File: src/rtl/pong_game_controller.sv
// Pong game sequencer: paddles, ball, scores and the serve/play/over state,
// all advanced once per frame_tick so the picture never changes mid-frame.
//
// state   | meaning
// --------+-----------------------------------------------------------
// S_IDLE  | after reset; ball centred, paddles frozen, waiting for start
// S_SERVE | ball held centred for SERVE_FRAMES ticks, paddles move
// S_PLAY  | ball moves, walls bounce, paddles hit, edges score
// S_OVER  | a player reached SCORE_MAX; everything frozen until start
module pong_game_controller #(
    parameter int SCREEN_WIDTH  = 640,
    parameter int SCREEN_HEIGHT = 480,
    parameter int PAD_DISTANCE  = 16,
    parameter int PAD_WIDTH     = 8,
    parameter int PAD_HEIGHT    = 64,
    parameter int BALL_SIZE     = 8,
    parameter int PAD_SPEED     = 4,
    parameter int BALL_SPEED    = 2,
    parameter int SERVE_FRAMES  = 60,
    parameter int SCORE_MAX     = 9
) (
    input  logic       clk_vga,
    input  logic       rst,
    input  logic       frame_tick,
    input  logic       start,
    input  logic       btn_l_up,
    input  logic       btn_l_dn,
    input  logic       btn_r_up,
    input  logic       btn_r_dn,
    output logic [8:0] pad_left,
    output logic [8:0] pad_right,
    output logic [9:0] ball_x,
    output logic [8:0] ball_y,
    output logic [3:0] score_left,
    output logic [3:0] score_right,
    output logic [1:0] game_state,
    output logic       game_over
);

    typedef enum logic [1:0] {
        S_IDLE  = 2'd0,
        S_SERVE = 2'd1,
        S_PLAY  = 2'd2,
        S_OVER  = 2'd3
    } state_t;

    localparam int CW = $clog2(SERVE_FRAMES);

    localparam logic signed [10:0] ZERO    = 11'sd0;
    localparam logic signed [10:0] HALF    = 11'(BALL_SIZE / 2);
    localparam logic signed [10:0] FL_X    = 11'(PAD_DISTANCE + PAD_WIDTH);
    localparam logic signed [10:0] FR_X    = 11'(SCREEN_WIDTH - PAD_DISTANCE - PAD_WIDTH);
    localparam logic signed [10:0] X_LAST  = 11'(SCREEN_WIDTH - 1);
    localparam logic signed [10:0] Y_LAST  = 11'(SCREEN_HEIGHT - 1);
    localparam logic signed [10:0] PAD_MIN = 11'(PAD_HEIGHT / 2);
    localparam logic signed [10:0] PAD_MAX = 11'(SCREEN_HEIGHT - 1 - PAD_HEIGHT / 2);
    localparam logic signed [10:0] REACH   = 11'((PAD_HEIGHT + BALL_SIZE) / 2);
    localparam logic signed [10:0] P_SPD   = 11'(PAD_SPEED);
    localparam logic signed [10:0] B_SPD   = 11'(BALL_SPEED);

    localparam logic [9:0]    X_MID    = 10'(SCREEN_WIDTH / 2);
    localparam logic [8:0]    Y_MID    = 9'(SCREEN_HEIGHT / 2);
    localparam logic [3:0]    S_MAX    = 4'(SCORE_MAX);
    localparam logic [CW-1:0] CNT_LAST = CW'(SERVE_FRAMES - 1);

    state_t        state, state_n;
    logic [8:0]    pad_l, pad_l_n, pad_r, pad_r_n;
    logic [9:0]    bx, bx_n;
    logic [8:0]    by, by_n;
    logic          dx, dx_n, dy, dy_n;     // 1 = right / down
    logic [3:0]    sl, sl_n, sr, sr_n;
    logic [CW-1:0] cnt, cnt_n;

    logic signed [10:0] bxs, bys, nx_raw, nx, ny_raw, ny, dist_l, dist_r;
    logic               dy_b, hit_l, hit_r, point_l, point_r;
    logic [8:0]         pad_l_mv, pad_r_mv;
    logic [3:0]         sl_inc, sr_inc;

    // One paddle step with clamping; both or neither button means no move.
    function automatic logic [8:0] pad_step(input logic [8:0] y, input logic up, input logic dn);
        logic signed [10:0] t;
        t = $signed({2'b00, y});
        if (up && !dn) begin
            t = t - P_SPD;
            if (t < PAD_MIN) t = PAD_MIN;
        end else if (dn && !up) begin
            t = t + P_SPD;
            if (t > PAD_MAX) t = PAD_MAX;
        end
        return 9'(t);
    endfunction

    // Collision and movement candidates, all from pre-update positions.
    always_comb begin
        bxs    = $signed({1'b0, bx});
        bys    = $signed({2'b00, by});
        ny_raw = dy ? (bys + B_SPD) : (bys - B_SPD);
        ny     = ny_raw;
        dy_b   = dy;
        if (ny_raw - HALF < ZERO) begin
            ny   = HALF;
            dy_b = 1'b1;
        end else if (ny_raw + HALF > Y_LAST) begin
            ny   = Y_LAST - HALF;
            dy_b = 1'b0;
        end
        nx_raw = dx ? (bxs + B_SPD) : (bxs - B_SPD);
        dist_l = bys - $signed({2'b00, pad_l});
        dist_r = bys - $signed({2'b00, pad_r});
        if (dist_l < ZERO) dist_l = -dist_l;
        if (dist_r < ZERO) dist_r = -dist_r;
        hit_l   = !dx && (nx_raw - HALF <= FL_X) && (bxs - HALF > FL_X) && (dist_l < REACH);
        hit_r   = dx && (nx_raw + HALF >= FR_X) && (bxs + HALF < FR_X) && (dist_r < REACH);
        point_r = !dx && !hit_l && (nx_raw - HALF <= ZERO);
        point_l = dx && !hit_r && (nx_raw + HALF >= X_LAST);
        nx      = hit_l ? (FL_X + HALF) : (hit_r ? (FR_X - HALF) : nx_raw);
        pad_l_mv = pad_step(pad_l, btn_l_up, btn_l_dn);
        pad_r_mv = pad_step(pad_r, btn_r_up, btn_r_dn);
        sl_inc   = sl + 4'd1;
        sr_inc   = sr + 4'd1;
    end

    // Next-state and next-value selection; nothing changes without a tick.
    always_comb begin
        state_n = state;
        pad_l_n = pad_l;
        pad_r_n = pad_r;
        bx_n    = bx;
        by_n    = by;
        dx_n    = dx;
        dy_n    = dy;
        sl_n    = sl;
        sr_n    = sr;
        cnt_n   = cnt;
        if (frame_tick) begin
            case (state)
                S_IDLE: begin
                    if (start) begin
                        state_n = S_SERVE;
                        cnt_n   = '0;
                    end
                end
                S_SERVE: begin
                    pad_l_n = pad_l_mv;
                    pad_r_n = pad_r_mv;
                    bx_n    = X_MID;
                    by_n    = Y_MID;
                    if (cnt == CNT_LAST) state_n = S_PLAY;
                    else                 cnt_n   = cnt + CW'(1);
                end
                S_PLAY: begin
                    pad_l_n = pad_l_mv;
                    pad_r_n = pad_r_mv;
                    if (point_l || point_r) begin
                        bx_n = X_MID;
                        by_n = Y_MID;
                        // Serve goes toward whoever conceded; dy is kept.
                        if (point_r) begin
                            sr_n = sr_inc;
                            dx_n = 1'b0;
                        end else begin
                            sl_n = sl_inc;
                            dx_n = 1'b1;
                        end
                        if ((point_r && sr_inc == S_MAX) || (point_l && sl_inc == S_MAX)) begin
                            state_n = S_OVER;
                        end else begin
                            state_n = S_SERVE;
                            cnt_n   = '0;
                        end
                    end else begin
                        bx_n = 10'(nx);
                        by_n = 9'(ny);
                        dy_n = dy_b;
                        if (hit_l)      dx_n = 1'b1;
                        else if (hit_r) dx_n = 1'b0;
                    end
                end
                S_OVER: begin
                    if (start) begin
                        sl_n    = '0;
                        sr_n    = '0;
                        state_n = S_SERVE;
                        cnt_n   = '0;
                    end
                end
                default: state_n = S_IDLE;
            endcase
        end
    end

    // Game state registers with synchronous active-low reset.
    always_ff @(posedge clk_vga) begin
        if (!rst) begin
            state <= S_IDLE;
            pad_l <= Y_MID;
            pad_r <= Y_MID;
            bx    <= X_MID;
            by    <= Y_MID;
            dx    <= 1'b1;
            dy    <= 1'b1;
            sl    <= '0;
            sr    <= '0;
            cnt   <= '0;
        end else begin
            state <= state_n;
            pad_l <= pad_l_n;
            pad_r <= pad_r_n;
            bx    <= bx_n;
            by    <= by_n;
            dx    <= dx_n;
            dy    <= dy_n;
            sl    <= sl_n;
            sr    <= sr_n;
            cnt   <= cnt_n;
        end
    end

    assign pad_left    = pad_l;
    assign pad_right   = pad_r;
    assign ball_x      = bx;
    assign ball_y      = by;
    assign score_left  = sl;
    assign score_right = sr;
    assign game_state  = state;
    assign game_over   = (state == S_OVER);

endmodule

File: config.mk
export PLATFORM = sky130hd
export DESIGN_NAME = pong_game_controller
export DESIGN_NICKNAME = d
export VERILOG_FILES = /design/src/rtl/pong_game_controller.sv
export SDC_FILE = /design/constraint.sdc
export NUM_CORES = 1
export LEC_CHECK = 0
export BUFFER_PORTS_ARGS = -buffer_cell sky130_fd_sc_hd__buf_4
export CORE_AREA = 8 8 108 110
export CTS_CLUSTER_DIAMETER = 60
export DETAILED_ROUTE_END_ITERATION = 8
export DIE_AREA = 0 0 116 118
export GPL_ROUTABILITY_DRIVEN = 0
export PLACE_DENSITY = 0.78
export SLEW_MARGIN = 30
export SYNTH_ARGS = -nofsm -noshare
export SYNTH_HDL_FRONTEND = slang
export SYNTH_SLANG_ARGS = --single-unit
File: constraint.sdc
create_clock -name clk_vga -period 4.8 [get_ports clk_vga]
set_clock_uncertainty 0.05 [all_clocks]
set_input_delay 0.96 -clock clk_vga [delete_from_list [all_inputs] [get_ports clk_vga]]
set_output_delay 0.96 -clock clk_vga [all_outputs]
set_load 0.01 [all_outputs]
==> tab_implementation.tex <==
\begin{tabular}{lr}
\hline
Metric & Value \\
\hline
\multicolumn{2}{l}{\textbf{Timing}} \\
Post-route fraction of the period consumed by the critical path & 0.9574 \\
Max-slew violation total from the final report & 0 \\
Maximum operating frequency & 0.2176 GHz \\
Final setup violation count & 0 \\
Relative slew slack & 0.4647 \\
Final-report hold violation count & 0 \\
Worst-margin pin slew & 0.7929 ns \\
Setup tns final & 0 ns \\
Unrepaired setup endpoints after global routing & false \\
Min Tclk post-route & 4.595 ns \\
\multicolumn{2}{l}{\textbf{Synthesis}} \\
Biggest area consumer among synthesized cells & sky130\_fd\_sc\_hd\_\_dfxtp\_1 \\
Post-synthesis async set-or-reset flop share & 0 \\
Post-synthesis cell count & 820 \\
Synth top area share & 0.1746 \\
Cell Area, Synth & 5962 um2 \\
Register bit count reported by yosys & 52 \\
Number of nets in the synthesized netlist & around 880 \\
Ranking of synthesized cells by area & sky130\_fd\_sc\_hd\_\_dfxtp\_1, sky130\_fd\_sc\_hd\_\_ha\_1, sky130\_fd\_sc\_hd\_\_a21oi\_1 \\
Most instantiated flip-flop cell in the synthesis netlist & sky130\_fd\_sc\_hd\_\_dfxtp\_1 \\
Number of enable-type register cells in the synthesized netlist & 0 \\
YS warnings & 0 \\
Share of synthesized area occupied by flip-flops and latches & 0.1746 \\
Count of cell types in the netlist & between 80 and 90 \\
Synthesized area per cell & 7.271 um2 \\
\multicolumn{2}{l}{\textbf{Setup path}} \\
Master of the slowest instance on the critical path & sky130\_fd\_sc\_hd\_\_dfxtp\_1 \\
Buffers plus inverters on the worst setup path & 1 \\
Required time at the endpoint of the critical path & 5.00 ns \\
CP Capture Type & flip-flop \\
Family with the most delay on the worst path & simple AND/OR/NAND/NOR gates \\
Crit Path Max Fanout & 9 \\
Data arrival time at the worst-slack endpoint & 4.80 ns \\
Ordered list of cells on the worst path & inv\_1 > ha\_1 > or2\_2 > and3\_1 > a311o\_1 > o31ai\_1 > xnor2\_1 > xor2\_1 > nand4\_1 > or2\_1 > a21o\_1 > or3b\_2 > a21boi\_1 \\
Startpoint kind of the worst setup timing path & flip-flop \\
Setup CP Type & reg -> reg \\
Largest incremental delay on the critical path & a little over 0.5 ns \\
\multicolumn{2}{l}{\textbf{Global route}} \\
Number of global-route vias before repair & about 5800 \\
First-pass GRT wire length & 27790 um \\
Final global-route overflow total & 0 \\
Number of antenna violations at the first check in global routing & 0 \\
Maximum number of pins on one net before global-route repair & 50 \\
Global router's overall resource usage & 0.2404 \\
\multicolumn{2}{l}{\textbf{Clock tree}} \\
Latest clock arrival within the worst-skew pair & 0.32 ns \\
Clock-pin slew on the worst setup and hold paths & 0.10 ns \\
Root Buffer Master & sky130\_fd\_sc\_hd\_\_clkbuf\_8 \\
Hold buffer count at CTS & 0 \\
Max clock buf depth & 2 \\
Number of clock sinks & 52 \\
Total number of H-tree levels & 2 \\
TritonCTS clock tree & done \\
Clock buffer count from CTS & 5 \\
\multicolumn{2}{l}{\textbf{Pwr}} \\
Max VDD drop & 0.1038 mV \\
Post-layout total power & 0.001138 W \\
Power per cell area & 173.9 nW/um2 \\
Leakage power & roughly 2.8 nW \\
\multicolumn{2}{l}{\textbf{Drt}} \\
DRC violation total after the first TritonRoute iteration & approximately 570 \\
Number of optimization iterations in the first detailed-route pass & 5 \\
Vias per cell & 6.529 \\
Total wirelength of the detailed-routed design & 16820 um \\
Routed WL per cell & around 17 um \\
Total number of vias & 6425 \\
Antenna Nets Post-Route & 0 \\
Remaining design rule violation count & 0 \\
\multicolumn{2}{l}{\textbf{Outcome}} \\
Outcome & finished, final reports clean \\
\multicolumn{2}{l}{\textbf{Placement}} \\
Post-Place Cells & 976 \\
Detailed placement HPWL & 12580 um \\
Port-buffer cells & 54 \\
\multicolumn{2}{l}{\textbf{Final layout}} \\
Post-layout utilization of the core & 0.6543 \\
Number of nets at the end of the flow & about 900 \\
Diodes inserted & 0 \\
Area grow syn2layout & 9.738\% \\
Share of layout cells above drive strength 1 & 0.1203 \\
Count of non-filler cells in the finished layout & 984 \\
\multicolumn{2}{l}{\textbf{Floorplan}} \\
Initial Util & 0.5962 \\
Die Y & 118 um \\
Area of the core region & 10000 um2 \\
Top-level port count & between 50 and 60 \\
Chip width & 116 um \\
Number of rows created at floorplan & 37 \\
Area of the die & 13690 um2 \\
\multicolumn{2}{l}{\textbf{Min path}} \\
Type of the worst min-delay path & reg -> reg \\
\multicolumn{2}{l}{\textbf{Flow run}} \\
Reported max-cap violation count & 0 \\
\hline
\end{tabular}
[worst reg2reg max path, delay by kind of cell, from the launching register on]
kind | cells | cell delay (ns)
flops | 1 | 0.51
fa+ha+maj | 1 | 0.37
compound gates | 4 | 1.20
simple gates | 5 | 1.67
xor+xnor | 2 | 0.48
buf+inv | 1 | 0.26
[cells by family after synthesis]
family | count (synthesis) | synth area share
flops | 52 | 0.1746
compound gates | 259 | 0.3089
other cells | 1 | 0.0006290
mux | 6 | 0.01049
simple gates | 314 | 0.2688
xor+xnor | 34 | 0.04995
fa+ha+maj | 56 | 0.1213
buf+inv | 98 | 0.06527
[where the power goes]
| group | switching (W) | internal (W) | total, W |
|---|---|---|---|
| Combinational | 0.000241 | 0.000162 | 0.000404 |
| Sequential | 0.0000177 | 0.000441 | 0.000459 |
| Clock | 0.000157 | 0.000118 | 0.000275 |
[final timing paths]
kind / endpoint / cells after the start / from / slack [ns]
worst max-delay path: score_left[1] / 13 / dx / 0.20
worst max register to register: score_left[1] / 13 / dx / 0.20
worst min register to register: cnt[1] / 2 / cnt[1] / 0.45
worst min-delay path: cnt[1] / 2 / cnt[1] / 0.45
[cell type report]
cell class | count | area (um2)
timing repair buffer | 64 | 480.5
inverter | 54 | 202.7
tap | 136 | 170.2
sequential | 52 | 1041
clock buffer | 7 | 86.33
multi-input combinational | 670 | 4554
clock inverter | 1 | 7.507
fill | 882 | 3457
[synthesized netlist by cell type (all sizes together) (15+ instances only)]
| master | number |
|---|---|
| inv | 54 |
| o21ai | 41 |
| nor2b | 15 |
| nand3 | 31 |
| nor3 | 22 |
| clkbuf | 37 |
| ha | 53 |
| nand2 | 78 |
| dfxtp | 52 |
| a21oi | 61 |
| nor2 | 68 |
| a21boi | 15 |
| xnor2 | 21 |
[cell usage in the layout (no fill, tap or decap), types with 7 or more instances in the layout]
cell type	netlist	routed
sky130_fd_sc_hd__a211oi_1	8	8
sky130_fd_sc_hd__a21boi_0	10	10
sky130_fd_sc_hd__a21oi_1	61	61
sky130_fd_sc_hd__a31o_2	7	7
sky130_fd_sc_hd__a31oi_1	13	13
sky130_fd_sc_hd__and2_1	7	7
sky130_fd_sc_hd__and3_1	12	12
sky130_fd_sc_hd__buf_4	3	64
sky130_fd_sc_hd__dfxtp_1	52	52
sky130_fd_sc_hd__ha_1	53	53
sky130_fd_sc_hd__inv_1	54	54
sky130_fd_sc_hd__nand2_1	78	78
sky130_fd_sc_hd__nand2b_1	12	12
sky130_fd_sc_hd__nand3_1	31	31
sky130_fd_sc_hd__nand4_1	14	14
sky130_fd_sc_hd__nor2_1	67	67
sky130_fd_sc_hd__nor2b_1	15	15
sky130_fd_sc_hd__nor3_1	22	22
sky130_fd_sc_hd__nor4_1	9	9
sky130_fd_sc_hd__o211ai_1	11	11
sky130_fd_sc_hd__o21a_1	7	7
sky130_fd_sc_hd__o21ai_0	41	41
sky130_fd_sc_hd__o22ai_1	9	9
sky130_fd_sc_hd__o311ai_0	7	7
sky130_fd_sc_hd__o31ai_1	10	10
sky130_fd_sc_hd__or2_2	8	8
sky130_fd_sc_hd__or3_1	9	9
sky130_fd_sc_hd__xnor2_1	21	20
sky130_fd_sc_hd__xor2_1	13	13
[layer usage]
layer / up-vias / track usage / routed length [um]
li1: 3093 / - / -
met3: 46 / 0.04259 / 1104
met2: 256 / 0.3933 / 7950
met1: 3030 / 0.3106 / 7357
met5: - / 0 / 0
met4: 0 / 0.07137 / 403
[metrics by stage]
stage | setup WS, ns | hold slack (ns) | instance area, um2
floorplan | 0.8625 | 0.4156 | 5962
global placement | 0.4822 | 0.4268 | 6426
detailed placement | 0.2062 | 0.4437 | 6426
CTS | 0.1797 | 0.4580 | 6520
global route | 0.01674 | 0.4955 | 6543
finish | 0.2046 | 0.4537 | 6543
[state kept, by name, indices dropped and copies added, names as in the netlist]
| register | count |
|---|---|
| dx | 1 |
| cnt | 6 |
| pad_left | 8 |
| score_right | 4 |
| ball_x | 9 |
| game_state | 2 |
| pad_right | 8 |
| ball_y | 9 |
| score_left | 4 |
| dy | 1 |
[repair_timing]
action | CTS | global route
resized for setup | 0 | 4
buffers inserted | 0 | 0
endpoints found under the setup margin | 0 | 23
Power figures use the tool's default switching activity.
